## src/rtl/axi_rd_arbiter.sv

```systemverilog
// axi_rd_arbiter: muxes icache/dcache read requests onto a single AXI read
// port with one transaction outstanding at most, and routes R beats back to
// the port that was granted.
// Optional feature macro: AXI_RD_ARB_RR_EN
//   defined   -> round-robin tie break (last-served port loses a tie; after reset icache wins)
//   undefined -> fixed priority, dcache wins ties
`timescale 1ns/1ps

module axi_rd_arbiter #(
    parameter int unsigned LINE_BEATS = 8,
    parameter logic [3:0]  I_ID       = 4'd0,
    parameter logic [3:0]  D_ID       = 4'd1
) (
    input  logic        clk,
    input  logic        resetn,
    // icache port
    input  logic        i_rd_req,
    input  logic [2:0]  i_rd_type,
    input  logic [31:0] i_rd_addr,
    output logic        i_rd_rdy,
    output logic        i_ret_valid,
    output logic        i_ret_last,
    output logic [31:0] i_ret_data,
    // dcache port
    input  logic        d_rd_req,
    input  logic [2:0]  d_rd_type,
    input  logic [31:0] d_rd_addr,
    output logic        d_rd_rdy,
    output logic        d_ret_valid,
    output logic        d_ret_last,
    output logic [31:0] d_ret_data,
    // AXI AR channel
    output logic [3:0]  arid,
    output logic [31:0] araddr,
    output logic [7:0]  arlen,
    output logic [2:0]  arsize,
    output logic [1:0]  arburst,
    output logic        arvalid,
    input  logic        arready,
    // AXI R channel
    input  logic [3:0]  rid,
    input  logic [31:0] rdata,
    input  logic        rlast,
    input  logic        rvalid,
    output logic        rready,
    // status
    output logic        rd_err
);

    localparam int unsigned LENW     = 8;
    localparam int unsigned CNTW     = 3;
    localparam logic [LENW-1:0] LINE_LEN = LENW'(LINE_BEATS - 1);
    localparam logic [2:0] TYPE_BYTE = 3'b000;
    localparam logic [2:0] TYPE_HALF = 3'b001;
    localparam logic [2:0] TYPE_LINE = 3'b100;

    typedef enum logic [1:0] {
        IDLE = 2'd0,
        ADDR = 2'd1,
        DATA = 2'd2
    } state_t;

    state_t            state;
    logic              grant_d;     // latched grant: 1 = dcache, 0 = icache
    logic [CNTW-1:0]   beat_cnt;

    logic              pick_d;
    logic              accept;
    logic              beat;
    logic [2:0]        sel_type;
    logic [31:0]       sel_addr;
    logic [LENW-1:0]   sel_len;
    logic [2:0]        sel_size;
    logic              unused_rid;

    // rid carries no routing information here; routing uses the latched grant
    assign unused_rid = ^rid;

`ifdef AXI_RD_ARB_RR_EN
    logic last_d;                   // port served most recently was dcache

    // Round-robin tie break: the port served last loses a tie
    always_comb begin
        pick_d = d_rd_req & (~i_rd_req | ~last_d);
    end
`else
    // Fixed priority: dcache wins whenever it is requesting
    always_comb begin
        pick_d = d_rd_req;
    end
`endif

    // Request handshake: only the port chosen this cycle sees rd_rdy in IDLE
    assign i_rd_rdy = resetn & (state == IDLE) & i_rd_req & ~pick_d;
    assign d_rd_rdy = resetn & (state == IDLE) & pick_d;
    assign accept   = i_rd_rdy | d_rd_rdy;

    // Return path: steer the R channel to the granted port only
    assign beat        = rvalid & rready;
    assign i_ret_valid = beat & ~grant_d;
    assign d_ret_valid = beat & grant_d;
    assign i_ret_last  = rlast & rready & ~grant_d;
    assign d_ret_last  = rlast & rready & grant_d;
    assign i_ret_data  = rdata;
    assign d_ret_data  = rdata;
    assign arburst     = 2'b01;

    // Decode the winning request into AR fields
    always_comb begin
        sel_type = pick_d ? d_rd_type : i_rd_type;
        sel_addr = pick_d ? d_rd_addr : i_rd_addr;
        sel_len  = (sel_type == TYPE_LINE) ? LINE_LEN : '0;
        case (sel_type)
            TYPE_BYTE: sel_size = 3'd0;
            TYPE_HALF: sel_size = 3'd1;
            default:   sel_size = 3'd2;
        endcase
    end

    // Transaction FSM with registered AR/R control and sticky length check
    always_ff @(posedge clk or negedge resetn) begin
        if (!resetn) begin
            state    <= IDLE;
            grant_d  <= 1'b0;
            beat_cnt <= '0;
            arid     <= '0;
            araddr   <= '0;
            arlen    <= '0;
            arsize   <= '0;
            arvalid  <= 1'b0;
            rready   <= 1'b0;
            rd_err   <= 1'b0;
`ifdef AXI_RD_ARB_RR_EN
            last_d   <= 1'b1;
`endif
        end else begin
            case (state)
                IDLE: begin
                    if (accept) begin
                        grant_d <= pick_d;
                        araddr  <= sel_addr;
                        arlen   <= sel_len;
                        arsize  <= sel_size;
                        arid    <= pick_d ? D_ID : I_ID;
                        arvalid <= 1'b1;
                        state   <= ADDR;
`ifdef AXI_RD_ARB_RR_EN
                        last_d  <= pick_d;
`endif
                    end
                end
                ADDR: begin
                    if (arready) begin
                        arvalid  <= 1'b0;
                        rready   <= 1'b1;
                        beat_cnt <= '0;
                        state    <= DATA;
                    end
                end
                DATA: begin
                    if (beat) begin
                        beat_cnt <= beat_cnt + CNTW'(1);
                        if (rlast != (LENW'(beat_cnt) == arlen)) begin
                            rd_err <= 1'b1;
                        end
                        if (rlast) begin
                            rready <= 1'b0;
                            state  <= IDLE;
                        end
                    end
                end
                default: begin
                    arvalid <= 1'b0;
                    rready  <= 1'b0;
                    state   <= IDLE;
                end
            endcase
        end
    end

endmodule

```

## config.mk

```make
export PLATFORM = sky130hd
export DESIGN_NAME = axi_rd_arbiter
export DESIGN_NICKNAME = d
export VERILOG_FILES = /design/src/rtl/axi_rd_arbiter.sv
export SDC_FILE = /design/constraint.sdc
export NUM_CORES = 1
export LEC_CHECK = 0
export BUFFER_PORTS_ARGS = -buffer_cell sky130_fd_sc_hd__buf_2
export CORE_MARGIN = 3
export CORE_UTILIZATION = 36
export CTS_CLUSTER_SIZE = 12
export DETAILED_ROUTE_END_ITERATION = 7
export GPL_TIMING_DRIVEN = 1
export MAX_ROUTING_LAYER = met4
export PLACE_DENSITY_LB_ADDON = 0.3
export SLEW_MARGIN = 20
export SYNTH_ARGS = -nofsm -noshare
export SYNTH_HDL_FRONTEND = slang
export SYNTH_SLANG_ARGS = --single-unit
```

## constraint.sdc

```tcl
create_clock -name clk -period 1.6 [get_ports clk]
set_input_delay 0.08 -clock clk [delete_from_list [all_inputs] [get_ports clk]]
set_output_delay 0.08 -clock clk [all_outputs]
set_load 0.01 [all_outputs]
```

==> impl_metrics.env <==
export IMPL_status="finished clean"
export IMPL_fin_crit_ns=1.58
export IMPL_crit_chain="or3b_4 -> nor2_8 -> buf_12 -> mux2_2"
export IMPL_clkTransAtPathRegs_ns=0.09
export IMPL_yosysSeqAreaShare=0.384
export IMPL_tns_ns=0
export IMPL_initial_utilization=0.383
export IMPL_syn_area_mm2=0.00287
export IMPL_ys_seq_elements=44
export IMPL_fmax_ghz=0.633
export IMPL_cts_sinks=44
export IMPL_hp_class="primary input to flop"
export IMPL_drive_gt1_frac=0.584
export IMPL_antenna_found_initial=1
export IMPL_criticalPathCategory="flop to flop"
export IMPL_vdd_drop_max_uv=614
export IMPL_setup_viol=0
export IMPL_start_kind="flop"
export IMPL_worstMarginPinSlew_ns=0.571
export IMPL_fp_dieH_um=95.3
export IMPL_grt_pass1_wl_um=9520
export IMPL_rows=31
export IMPL_worst_setup_path_end_kind="flop"
export IMPL_clk_path_buf_depth=2
export IMPL_die_area_mm2=0.00907
export IMPL_synth_edf_count=0
export IMPL_core_area_mm2=0.00749
export IMPL_path_max_fanout=18
export IMPL_netlist_instances=256
export IMPL_drcViolationCount=0
export IMPL_slew_viol_final=0
export IMPL_synth_ff_type="dfrtp_1"
export IMPL_ios=235
export IMPL_wl_per_cell_um=15.4
export IMPL_grt_pass1_vias=1874
export IMPL_maxCapViolations=0
export IMPL_final_nets=433
export IMPL_power_density_mw_per_mm2=1520
export IMPL_final_area_mm2=0.00323
export IMPL_cts_htree_levels=2
export IMPL_globalplace_congestion=0.691
export IMPL_leakage_nw=1.61
export IMPL_ant_nets=0
export IMPL_yosys_warnings=0
export IMPL_firstDrtPassIters=2
export IMPL_drt_total_wl_um=6470
export IMPL_io_buffers=123
export IMPL_worst_slack_ns=0.0200
export IMPL_grt_start_max_net_pins=45
export IMPL_synthArstFlopShare=1.00
export IMPL_power_total_mw=4.93
export IMPL_vias=1943
export IMPL_place_area_mm2=0.00307
export IMPL_gr_total_overflow=0
export IMPL_syn_area_per_cell_um2=11.2
export IMPL_slowest_delay_ns=0.44
export IMPL_cts_made_buffers=5
export IMPL_hpwl_um=5050
export IMPL_rsz0062_at_grt="yes"
export IMPL_insertion_delay_ns=0.29
export IMPL_period_share=0.987
export IMPL_drtIter0Drc=42
export IMPL_slowest_stage="or3b_4"
export IMPL_hold_viol=0
export IMPL_grt_usage=0.142
export IMPL_crit_family="simple AND/OR/NAND/NOR gates"
export IMPL_cts_tree="built"
export IMPL_area_growth_pct=12.7
export IMPL_synth_cell_types=34
export IMPL_required_ns=1.78
export IMPL_path_buf_inv=1
export IMPL_die_x_um=95.3
export IMPL_pre_cts_slack_ns=0.0152
export IMPL_slew_headroom=0.619
export IMPL_clockRootBuffer="clkbuf_8"
export IMPL_cp_arrival_ns=1.76
export IMPL_vias_per_cell=4.63
export IMPL_fillers=736
export IMPL_skew_ns=0.00855
## cell usage in the layout, fill, tap and decap left out, drive strengths merged, types with 2 or more instances in the layout
cell type  synthesis  final
nand4b             2      2
o21ai              4      4
dfrtp             44     44
a21oi              6      6
and3               2      2
clkbuf             5      5
inv                2      2
mux2i              4      4
conb               2     11
nand2              7      7
a21o               3      3
nor3b              2      2
mux2              65     65
nor2              11     11
buf               83    134
## cells in the mapped netlist (2+ instances only)
cell type  count  area, um^2
dfrtp_1       44        1100
mux2i_1        4        40.0
buf_2          2        10.0
buf_4         78         586
nor2_1        10        37.5
nand2_1        7        26.3
and3_1         2        12.5
mux2_1        27         304
mux2_2        38         428
a21oi_1        6        30.0
inv_1          2        7.51
nand4b_1       2        17.5
nor3b_1        2        15.0
conb_1         2        7.51
a21o_1         3        22.5
clkbuf_1       5        18.8
o21ai_0        4        20.0
buf_12         2        40.0
## sequential cells by signal, summed over array words and instances, names as in the netlist
register  flops
araddr       32
beat_cnt      3
arsize        2
state         2
arlen         1
arvalid       1
grant_d       1
rd_err        1
rready        1
## cell type report
cell class | instances | area (um^2) | share of cell area
well taps | 99 | 124 | 0.0383
flip-flops and latches | 44 | 1100 | 0.341
clock buffers | 5 | 68.8 | 0.0213
repair buffers | 135 | 733 | 0.227
inverters | 2 | 7.51 | 0.00232
clock inverters | 3 | 42.5 | 0.0132
diodes | 1 | 2.50 | 0.000774
multi-input cells | 131 | 1150 | 0.357
## tightest hold or removal path, cell delays in order
cell and delay, ns:
buf_2 0.10, nand2_1 0.07, a21o_1 0.11
## stage by stage
stage / utilization / hold WS [ns] / instances
after CTS: 0.427 / 0.0864 / 417
after global placement: 0.410 / 0.160 / 408
after detailed placement: 0.410 / 0.160 / 408
after global routing: 0.432 / 0.115 / 420
after floorplan: - / -0.216 / 265
final: 0.432 / 0.0990 / 420
## power by group
part           total [mW]  internal [mW]  switching, mW
clock               0.868          0.463          0.405
sequential           1.92           1.64          0.287
combinational        2.14           1.11           1.03
## metal layers
layer | part of all wire | wire [um] | track usage
met3 | 0.11 | 679 | 0.0466
met4 | 0.013 | 87 | 0.0385
met2 | 0.50 | 3250 | 0.232
met1 | 0.38 | 2450 | 0.167
met5 | 0 | 0 | -
## repair_timing
| action | in CTS | in global routing |
|---|---|---|
| endpoints found under the setup margin | 1 | 18 |
| gates resized for setup | 1 | 5 |
| endpoints found under the hold margin | 44 | 0 |
| gates cloned | 0 | 0 |
| hold buffers | 1 | 0 |
| setup buffers | 0 | 2 |
## path summary, 6_finish.rpt
| kind | from | end | slack, ns | cells past startpoint |
|---|---|---|---|---|
| setup / recovery | state[1] | araddr[6] | 0.02 | 4 |
| hold / removal | i_rd_req | grant_d | 0.1 | 3 |
| min in group asynchronous | resetn | araddr[31] | 0.42 | 3 |
| hold reg to reg | rd_err | rd_err | 0.48 | 1 |
| max in group asynchronous | resetn | araddr[29] | 0.78 | 3 |
| setup reg to reg | state[1] | araddr[6] | 0.02 | 4 |
## logic make-up after synthesis
logic type | synth area share
multiplexers | 0.269
AO/OA/AOI/OAI | 0.0388
other | 0.00262
buffers and inverters | 0.235
adder cells (fa/ha/maj) | 0.00436
AND/OR/NAND/NOR | 0.0663
flip-flops | 0.384
Power figures use the tool's default switching activity.
